### config.mk
export PLATFORM = sky130hd
export DESIGN_NAME = node_port_flat
export DESIGN_NICKNAME = d
export VERILOG_FILES = /design/src/rtl/node_port_if.sv /design/src/rtl/node_port.sv /design/src/flat_wrapper.sv
export SDC_FILE = /design/constraint.sdc
export NUM_CORES = 1
export LEC_CHECK = 0
export BUFFER_PORTS_ARGS = -buffer_cell sky130_fd_sc_hd__buf_2
export CELL_PAD_IN_SITES_DETAIL_PLACEMENT = 1
export CELL_PAD_IN_SITES_GLOBAL_PLACEMENT = 1
export CORE_AREA = 2 2 170 172
export DETAILED_ROUTE_END_ITERATION = 8
export DIE_AREA = 0 0 172 174
export PLACE_DENSITY_LB_ADDON = 0.1
export RECOVER_POWER = 50
export SYNTH_ARGS = -nofsm -noshare
export SYNTH_HDL_FRONTEND = slang
export SYNTH_SLANG_ARGS = --single-unit
### constraint.sdc
create_clock -name clk -period 7.6 [get_ports clk]
set_input_delay 1.52 -clock clk [delete_from_list [all_inputs] [get_ports clk]]
set_output_delay 1.52 -clock clk [all_outputs]
set_load 0.1 [all_outputs]
### src/rtl/node_port_if.sv
// Bundle of PE-side valid/ready signals and switch-side 4-phase r/w signals
// for one local network port, plus FSM state visibility.
interface node_port_if #(
  parameter int DATA_SIZE = 32,
  parameter int ADDR_SIZE = 4
);
  localparam int BUS_SIZE = DATA_SIZE + ADDR_SIZE + 1;

  // PE side
  logic                 pe_valid;
  logic [ADDR_SIZE-1:0] pe_dest;
  logic [DATA_SIZE-1:0] pe_data;
  logic                 pe_ready;
  logic                 rx_valid;
  logic                 rx_src_ok;
  logic [DATA_SIZE-1:0] rx_data;
  logic                 rx_ready;

  // Switch side
  logic                 sw_in_r;
  logic                 sw_in_w;
  logic [BUS_SIZE-1:0]  sw_data_o;
  logic                 sw_out_r;
  logic                 sw_out_w;
  logic [BUS_SIZE-1:0]  sw_data_i;

  // Status
  logic [15:0]          tx_cnt;
  logic [15:0]          rx_cnt;
  logic [7:0]           err_cnt;
  logic [1:0]           tx_state;
  logic                 rx_state;

  // The port itself
  modport slave (
    input  pe_valid, pe_dest, pe_data, rx_ready, sw_in_w, sw_out_r, sw_data_i,
    output pe_ready, rx_valid, rx_src_ok, rx_data, sw_in_r, sw_data_o, sw_out_w,
    output tx_cnt, rx_cnt, err_cnt, tx_state, rx_state
  );

  // The PE and switch driving the port
  modport master (
    output pe_valid, pe_dest, pe_data, rx_ready, sw_in_w, sw_out_r, sw_data_i,
    input  pe_ready, rx_valid, rx_src_ok, rx_data, sw_in_r, sw_data_o, sw_out_w,
    input  tx_cnt, rx_cnt, err_cnt, tx_state, rx_state
  );
endinterface

### src/rtl/node_port.sv
// Local-port network interface: TX FIFO + 4-phase injector towards the switch,
// 4-phase ejection receiver + RX FIFO towards the PE.
//
// Handshakes: pe_* and rx_* are valid/ready (a beat moves when both are high at
// a clk edge); sw_in_* and sw_out_* are 4-phase: r rises with data stable, w
// rises, r falls, w falls; the receiver captures on the edge it first sees r=1.
module node_port #(
  parameter int DATA_SIZE = 32,
  parameter int ADDR_SIZE = 4,
  parameter int ADDR      = 0,
  parameter int FIFO_LOG2 = 2
) (
  input  logic         clk,
  input  logic         a_rst,
  node_port_if.slave   bus
);
  localparam int BUS_SIZE = DATA_SIZE + ADDR_SIZE + 1;
  localparam int ENTRY    = DATA_SIZE + ADDR_SIZE;
  localparam int DEPTH    = 1 << FIFO_LOG2;
  localparam logic [ADDR_SIZE-1:0] MY_ADDR = ADDR[ADDR_SIZE-1:0];
  localparam logic [FIFO_LOG2:0]   PTR_ONE = {{FIFO_LOG2{1'b0}}, 1'b1};

  typedef enum logic [1:0] {T_IDLE = 2'd0, T_REQ = 2'd1, T_REL = 2'd2} tx_state_e;
  typedef enum logic       {R_IDLE = 1'b0, R_ACK = 1'b1} rx_state_e;

  // ---------------- TX FIFO ----------------
  logic [ENTRY-1:0]   tx_mem [DEPTH];
  logic [FIFO_LOG2:0] tx_wr_ptr, tx_rd_ptr;
  logic               tx_empty, tx_full, tx_push, tx_pop, tx_load;
  logic               pe_ready;

  assign tx_empty = (tx_wr_ptr == tx_rd_ptr);
  assign tx_full  = (tx_wr_ptr[FIFO_LOG2] != tx_rd_ptr[FIFO_LOG2]) &&
                    (tx_wr_ptr[FIFO_LOG2-1:0] == tx_rd_ptr[FIFO_LOG2-1:0]);
  // A full FIFO still takes a word in the cycle its head is popped; the head
  // already sits in sw_data_o, so its slot may be overwritten at that edge.
  assign pe_ready = !tx_full || tx_pop;
  assign tx_push  = bus.pe_valid && pe_ready;
  assign bus.pe_ready = pe_ready;

  always_ff @(posedge clk) begin
    if (tx_push) tx_mem[tx_wr_ptr[FIFO_LOG2-1:0]] <= {bus.pe_dest, bus.pe_data};
  end

  always_ff @(posedge clk) begin
    if (!a_rst) begin
      tx_wr_ptr <= '0;
      tx_rd_ptr <= '0;
    end else begin
      if (tx_push) tx_wr_ptr <= tx_wr_ptr + PTR_ONE;
      if (tx_pop)  tx_rd_ptr <= tx_rd_ptr + PTR_ONE;
    end
  end

  // ---------------- TX FSM ----------------
  tx_state_e          tx_state_q, tx_state_d;
  logic               sw_in_r_q, sw_in_r_d;
  logic [BUS_SIZE-1:0] sw_data_o_q;
  logic [15:0]        tx_cnt_q;

  always_ff @(posedge clk) begin
    if (!a_rst) tx_state_q <= T_IDLE;
    else        tx_state_q <= tx_state_d;
  end

  always_comb begin
    tx_state_d = tx_state_q;
    case (tx_state_q)
      T_IDLE:  if (!tx_empty)   tx_state_d = T_REQ;
      T_REQ:   if (bus.sw_in_w) tx_state_d = T_REL;
      T_REL:   if (!bus.sw_in_w) tx_state_d = T_IDLE;
      default: tx_state_d = T_IDLE;
    endcase
  end

  always_comb begin
    tx_load   = 1'b0;
    tx_pop    = 1'b0;
    sw_in_r_d = 1'b0;
    case (tx_state_q)
      T_IDLE: begin
        tx_load   = !tx_empty;
        sw_in_r_d = !tx_empty;
      end
      T_REQ: begin
        tx_pop    = bus.sw_in_w;
        sw_in_r_d = !bus.sw_in_w;
      end
      default: ;
    endcase
  end

  always_ff @(posedge clk) begin
    if (!a_rst) begin
      sw_in_r_q   <= 1'b0;
      sw_data_o_q <= '0;
      tx_cnt_q    <= '0;
    end else begin
      sw_in_r_q <= sw_in_r_d;
      if (tx_load) sw_data_o_q <= {1'b1, tx_mem[tx_rd_ptr[FIFO_LOG2-1:0]]};
      if (tx_pop)  tx_cnt_q    <= tx_cnt_q + 16'd1;
    end
  end

  assign bus.sw_in_r   = sw_in_r_q;
  assign bus.sw_data_o = sw_data_o_q;
  assign bus.tx_cnt    = tx_cnt_q;
  assign bus.tx_state  = tx_state_q;

  // ---------------- RX FIFO ----------------
  logic [ENTRY-1:0]   rx_mem [DEPTH];
  logic [FIFO_LOG2:0] rx_wr_ptr, rx_rd_ptr;
  logic               rx_empty, rx_full, rx_push, rx_pop;
  logic [ENTRY-1:0]   rx_head;
  logic               rx_flit_bad;

  assign rx_empty = (rx_wr_ptr == rx_rd_ptr);
  assign rx_full  = (rx_wr_ptr[FIFO_LOG2] != rx_rd_ptr[FIFO_LOG2]) &&
                    (rx_wr_ptr[FIFO_LOG2-1:0] == rx_rd_ptr[FIFO_LOG2-1:0]);
  assign rx_pop   = bus.rx_ready && !rx_empty;
  assign rx_head  = rx_mem[rx_rd_ptr[FIFO_LOG2-1:0]];

  assign bus.rx_valid  = !rx_empty;
  assign bus.rx_data   = rx_head[DATA_SIZE-1:0];
  assign bus.rx_src_ok = (rx_head[ENTRY-1 -: ADDR_SIZE] == MY_ADDR);

  assign rx_flit_bad = !bus.sw_data_i[BUS_SIZE-1] ||
                       (bus.sw_data_i[BUS_SIZE-2 -: ADDR_SIZE] != MY_ADDR);

  always_ff @(posedge clk) begin
    if (rx_push) rx_mem[rx_wr_ptr[FIFO_LOG2-1:0]] <= bus.sw_data_i[ENTRY-1:0];
  end

  always_ff @(posedge clk) begin
    if (!a_rst) begin
      rx_wr_ptr <= '0;
      rx_rd_ptr <= '0;
    end else begin
      if (rx_push) rx_wr_ptr <= rx_wr_ptr + PTR_ONE;
      if (rx_pop)  rx_rd_ptr <= rx_rd_ptr + PTR_ONE;
    end
  end

  // ---------------- RX FSM ----------------
  rx_state_e   rx_state_q, rx_state_d;
  logic        sw_out_w_q, sw_out_w_d;
  logic [15:0] rx_cnt_q;
  logic [7:0]  err_cnt_q;

  always_ff @(posedge clk) begin
    if (!a_rst) rx_state_q <= R_IDLE;
    else        rx_state_q <= rx_state_d;
  end

  // A full RX FIFO simply withholds w; the switch keeps r high and waits.
  always_comb begin
    rx_state_d = rx_state_q;
    case (rx_state_q)
      R_IDLE:  if (bus.sw_out_r && !rx_full) rx_state_d = R_ACK;
      R_ACK:   if (!bus.sw_out_r)            rx_state_d = R_IDLE;
      default: rx_state_d = R_IDLE;
    endcase
  end

  always_comb begin
    rx_push    = 1'b0;
    sw_out_w_d = 1'b0;
    case (rx_state_q)
      R_IDLE: begin
        rx_push    = bus.sw_out_r && !rx_full;
        sw_out_w_d = bus.sw_out_r && !rx_full;
      end
      R_ACK:   sw_out_w_d = bus.sw_out_r;
      default: ;
    endcase
  end

  always_ff @(posedge clk) begin
    if (!a_rst) begin
      sw_out_w_q <= 1'b0;
      rx_cnt_q   <= '0;
      err_cnt_q  <= '0;
    end else begin
      sw_out_w_q <= sw_out_w_d;
      if (rx_push) rx_cnt_q <= rx_cnt_q + 16'd1;
      if (rx_push && rx_flit_bad && (err_cnt_q != 8'hFF)) err_cnt_q <= err_cnt_q + 8'd1;
    end
  end

  assign bus.sw_out_w = sw_out_w_q;
  assign bus.rx_cnt   = rx_cnt_q;
  assign bus.err_cnt  = err_cnt_q;
  assign bus.rx_state = rx_state_q;

endmodule

### src/flat_wrapper.sv
// flat-port wrapper written by rule: the top's interface ports become plain ports
module node_port_flat 
#(
  parameter int DATA_SIZE = 32,
  parameter int ADDR_SIZE = 4,
  parameter int ADDR      = 0,
  parameter int FIFO_LOG2 = 2
)
  (clk, a_rst, bus_pe_valid, bus_pe_dest, bus_pe_data, bus_rx_ready, bus_sw_in_w, bus_sw_out_r, bus_sw_data_i, bus_pe_ready, bus_rx_valid, bus_rx_src_ok, bus_rx_data, bus_sw_in_r, bus_sw_data_o, bus_sw_out_w, bus_tx_cnt, bus_rx_cnt, bus_err_cnt, bus_tx_state, bus_rx_state);
  node_port_if #(.DATA_SIZE(DATA_SIZE), .ADDR_SIZE(ADDR_SIZE)) bus_i ();
  input  logic clk;
  input  logic a_rst;
  input wire logic [$bits(bus_i.pe_valid)-1:0] bus_pe_valid;
  input wire logic [$bits(bus_i.pe_dest)-1:0] bus_pe_dest;
  input wire logic [$bits(bus_i.pe_data)-1:0] bus_pe_data;
  input wire logic [$bits(bus_i.rx_ready)-1:0] bus_rx_ready;
  input wire logic [$bits(bus_i.sw_in_w)-1:0] bus_sw_in_w;
  input wire logic [$bits(bus_i.sw_out_r)-1:0] bus_sw_out_r;
  input wire logic [$bits(bus_i.sw_data_i)-1:0] bus_sw_data_i;
  output wire logic [$bits(bus_i.pe_ready)-1:0] bus_pe_ready;
  output wire logic [$bits(bus_i.rx_valid)-1:0] bus_rx_valid;
  output wire logic [$bits(bus_i.rx_src_ok)-1:0] bus_rx_src_ok;
  output wire logic [$bits(bus_i.rx_data)-1:0] bus_rx_data;
  output wire logic [$bits(bus_i.sw_in_r)-1:0] bus_sw_in_r;
  output wire logic [$bits(bus_i.sw_data_o)-1:0] bus_sw_data_o;
  output wire logic [$bits(bus_i.sw_out_w)-1:0] bus_sw_out_w;
  output wire logic [$bits(bus_i.tx_cnt)-1:0] bus_tx_cnt;
  output wire logic [$bits(bus_i.rx_cnt)-1:0] bus_rx_cnt;
  output wire logic [$bits(bus_i.err_cnt)-1:0] bus_err_cnt;
  output wire logic [$bits(bus_i.tx_state)-1:0] bus_tx_state;
  output wire logic [$bits(bus_i.rx_state)-1:0] bus_rx_state;
  assign bus_i.pe_valid = bus_pe_valid;
  assign bus_i.pe_dest = bus_pe_dest;
  assign bus_i.pe_data = bus_pe_data;
  assign bus_i.rx_ready = bus_rx_ready;
  assign bus_i.sw_in_w = bus_sw_in_w;
  assign bus_i.sw_out_r = bus_sw_out_r;
  assign bus_i.sw_data_i = bus_sw_data_i;
  assign bus_pe_ready = bus_i.pe_ready;
  assign bus_rx_valid = bus_i.rx_valid;
  assign bus_rx_src_ok = bus_i.rx_src_ok;
  assign bus_rx_data = bus_i.rx_data;
  assign bus_sw_in_r = bus_i.sw_in_r;
  assign bus_sw_data_o = bus_i.sw_data_o;
  assign bus_sw_out_w = bus_i.sw_out_w;
  assign bus_tx_cnt = bus_i.tx_cnt;
  assign bus_rx_cnt = bus_i.rx_cnt;
  assign bus_err_cnt = bus_i.err_cnt;
  assign bus_tx_state = bus_i.tx_state;
  assign bus_rx_state = bus_i.rx_state;
  node_port #(.DATA_SIZE(DATA_SIZE), .ADDR_SIZE(ADDR_SIZE), .ADDR(ADDR), .FIFO_LOG2(FIFO_LOG2)) u_core (.clk(clk), .a_rst(a_rst), .bus(bus_i));
endmodule
==> results.sh <==
export IMPL_status="finished, violations left"
export IMPL_violations="max-capacitance violations, max-slew violations"
export IMPL_syn_avg_cell_area_um2=16.8
export IMPL_globalplace_congestion=0.773
export IMPL_placementRows=62
export IMPL_cts_hold_buf=0
export IMPL_grt_overflow=0
export IMPL_yosys_top_cells_count="edfxtp_1, nand2_1, dfxtp_1"
export IMPL_root_buffer="clkbuf_16"
export IMPL_grt_pass1_wl_um=47400
export IMPL_post_dp_hpwl_um=18900
export IMPL_critPathMaxFanout=47
export IMPL_drive_gt1_share_pct=21.6
export IMPL_synthFlopType="edfxtp_1"
export IMPL_cp_required_ns=7.91
export IMPL_vias=8117
export IMPL_port_buffers=195
export IMPL_drtIter0Drc=420
export IMPL_setup_viol=0
export IMPL_drt_wirelength_per_cell_um=20.7
export IMPL_antenna_found_initial=2
export IMPL_peakVddDrop_uv=218
export IMPL_critical_path_buf_inv_count=3
export IMPL_drv_slew=48
export IMPL_tightestPinTransition_ns=2.16
export IMPL_synth_most_common_cell="edfxtp_1"
export IMPL_synth_compound_area_share_pct=4.42
export IMPL_synth_top_area_share_pct=60.0
export IMPL_worst_path_max_delay_cell="clkbuf_1"
export IMPL_critPathKind="in -> reg"
export IMPL_max_clock_path_buffers=3
export IMPL_grt_max_degree=48
export IMPL_power_frac_seq_pct=44.8
export IMPL_dr_pass1_iters=4
export IMPL_place_area_um2=15800
export IMPL_vias_per_cell=5.50
export IMPL_ys_seq_area_share_pct=73.2
export IMPL_worst_skew_pair_late_latency_ns=0.51
export IMPL_p_int_mw=3.69
export IMPL_synth_xor_area_share_pct=1.56
export IMPL_max_stage_delay_ns=1.63
export IMPL_setup_tns_final_ns=0
export IMPL_core_um2=28200
export IMPL_max_cap_violations=1
export IMPL_path_cells="clkbuf_1, inv_1, clkbuf_1, o41ai_1"
export IMPL_drcViolationCount=0
export IMPL_clock_sinks=383
export IMPL_routed_wl_um=30600
export IMPL_syn_inst=860
export IMPL_area_delta_synth_final_pct=17.2
export IMPL_post_cts_buffers=0
export IMPL_rsz0062_at_grt="false"
export IMPL_reg2reg_from="u_core.tx_rd_ptr[1]"
export IMPL_slew_headroom_pct=-44.3
export IMPL_cts_tree="done"
export IMPL_synth_top_cells_by_area="edfxtp_1, dfxtp_1, mux4_2"
export IMPL_clk_pin_slew_ns=0.06
export IMPL_pwr_share_clk_pct=33.9
export IMPL_synthArstFlopShare_pct=0
export IMPL_start_kind="input port"
export IMPL_grt_use_total_pct=20.7
export IMPL_io_pins=196
export IMPL_grt_pass1_vias=8566
export IMPL_fin_util_pct=59.8
export IMPL_cts_htree_levels=2
export IMPL_synth_edff_count=288
export IMPL_synthesis_nets=952
export IMPL_synth_area_um2=14400
export IMPL_synth_top_family_by_area="multiplexers"
export IMPL_end_kind="flop"
export IMPL_min_from="u_core.bus.sw_data_o[15]"
export IMPL_synth_warnings=0
export IMPL_die_y_um=174
export IMPL_dieArea_um2=29900
export IMPL_fp_dieW_um=172
export IMPL_synth_top_area_cell="edfxtp_1"
export IMPL_cp_common_cell="clkbuf_1"
export IMPL_yosys_area_share_simple_pct=6.97
export IMPL_fin_skew_ns=0.0114
export IMPL_crit_start="a_rst"
export IMPL_final_design_area_no_fill_um2=16900
export IMPL_min_path_type="reg -> reg"
export IMPL_path_delay_family="buffers and inverters"
export IMPL_leakage_nw=5.55
export IMPL_fin_ws_ns=2.96
export IMPL_synth_area_mux_share_pct=11.1
export IMPL_synth_fa_ha_area_share_pct=1.13
export IMPL_pwr_share_comb_pct=21.2
export IMPL_fin_crit_sh_pct=61.0
export IMPL_cellPowerDensity_nw_per_um2=320
export IMPL_swShare_pct=31.8
export IMPL_numCtsBuffers=39
export IMPL_nNetsFinal=1153
export IMPL_post_cts_resized=0
export IMPL_preCtsSetupSlack_ns=3.36
export IMPL_synth_seq_cells=383
export IMPL_crit_arrival_ns=4.94
export IMPL_switching_power_mw=1.72
export IMPL_initial_core_util_pct=51.0
export IMPL_synth_distinct_cells=46
export IMPL_fmax_ghz=0.216
export IMPL_hold_viol_final=0
export IMPL_period_minus_slack_ns=4.64
export IMPL_ant_nets=0
area by class of cell:
cell class	instances	area, µm²
Fill cell	2718	11300
Clock inverter	11	82.6
Inverter	12	45.0
Timing Repair Buffer	204	897
Clock buffer	59	1160
Multi-Input combinational cell	421	3670
Sequential cell	383	10600
Tap cell	384	480
Antenna cell	1	2.50
worst paths after layout:
kind                                    to  slack [ns]  cells after the start
setup / recovery     u_core.bus.err_cnt[6]        2.96                      4
hold reg to reg   u_core.bus.sw_data_o[15]        0.45                      2
setup reg to reg      u_core.tx_mem[1][12]        4.45                      3
hold / removal    u_core.bus.sw_data_o[15]        0.45                      2
routing by layer:
metal	global-route usage, %	wire length [µm]
met1	25.7	12500
met2	36.6	15700
met3	4.33	1700
met4	5.88	711
met5	0	11
worst min-delay path, delay by kind of cell, from the launching register on:
family,cells,cell delay (ns)
AO/OA/AOI/OAI,1,0.05
AND/OR/NAND/NOR,1,0.05
flip-flops,1,0.30
power by group through the flow:
stage          Combinational, mW  Sequential [mW]  Clock (mW)
2_1_floorplan              0.662             2.75           0
3_3_place_gp                1.16             2.46           0
3_5_place_dp                1.17             2.47           0
4_1_cts                     1.18             2.43        1.88
5_1_grt                     1.21             2.44        1.96
6_report                    1.15             2.43        1.84
cell usage in the layout, fill, tap and decap left out, types with 13 or more instances in the layout:
cell type and n:
edfxtp_1 288, a21oi_1 67, dfxtp_1 92, clkbuf_16 41, clkbuf_1 126, or4_1 16
nor2_1 22, o31ai_1 17, ha_1 13, mux4_2 69, nand2_1 97, buf_2 81
kinds of logic after synthesis:
| logic type | count (synthesis) |
|---|---|
| xor+xnor | 24 |
| flops | 383 |
| simple gates | 202 |
| buf+inv | 56 |
| mux | 74 |
| fa+ha+maj | 13 |
| compound gates | 108 |
through the flow:
| stage | instances | power, mW | hold slack (ns) |
|---|---|---|---|
| floorplan | 860 | 3.41 | 0.479 |
| global placement | 1404 | 3.62 | 0.441 |
| detailed placement | 1404 | 3.64 | 0.448 |
| global route | 1474 | 5.60 | 0.471 |
| finish | 1475 | 5.41 | 0.452 |
| CTS | 1474 | 5.48 | 0.456 |
flip-flops by register name, indices dropped and copies added, names as in the netlist, named ones only:
register / flops
u_core.rx_wr_ptr: 3
u_core.rx_rd_ptr: 3
u_core.bus.tx_cnt: 16
u_core.bus.sw_in_r: 1
u_core.bus.tx_state: 2
u_core.bus.err_cnt: 8
u_core.tx_mem: 144
u_core.bus.sw_data_o: 37
u_core.rx_mem: 144
u_core.bus.rx_cnt: 16
u_core.tx_wr_ptr: 3
u_core.tx_rd_ptr: 3
u_core.bus.sw_out_w: 1
Note: power is estimated with default switching activity, not from simulation.
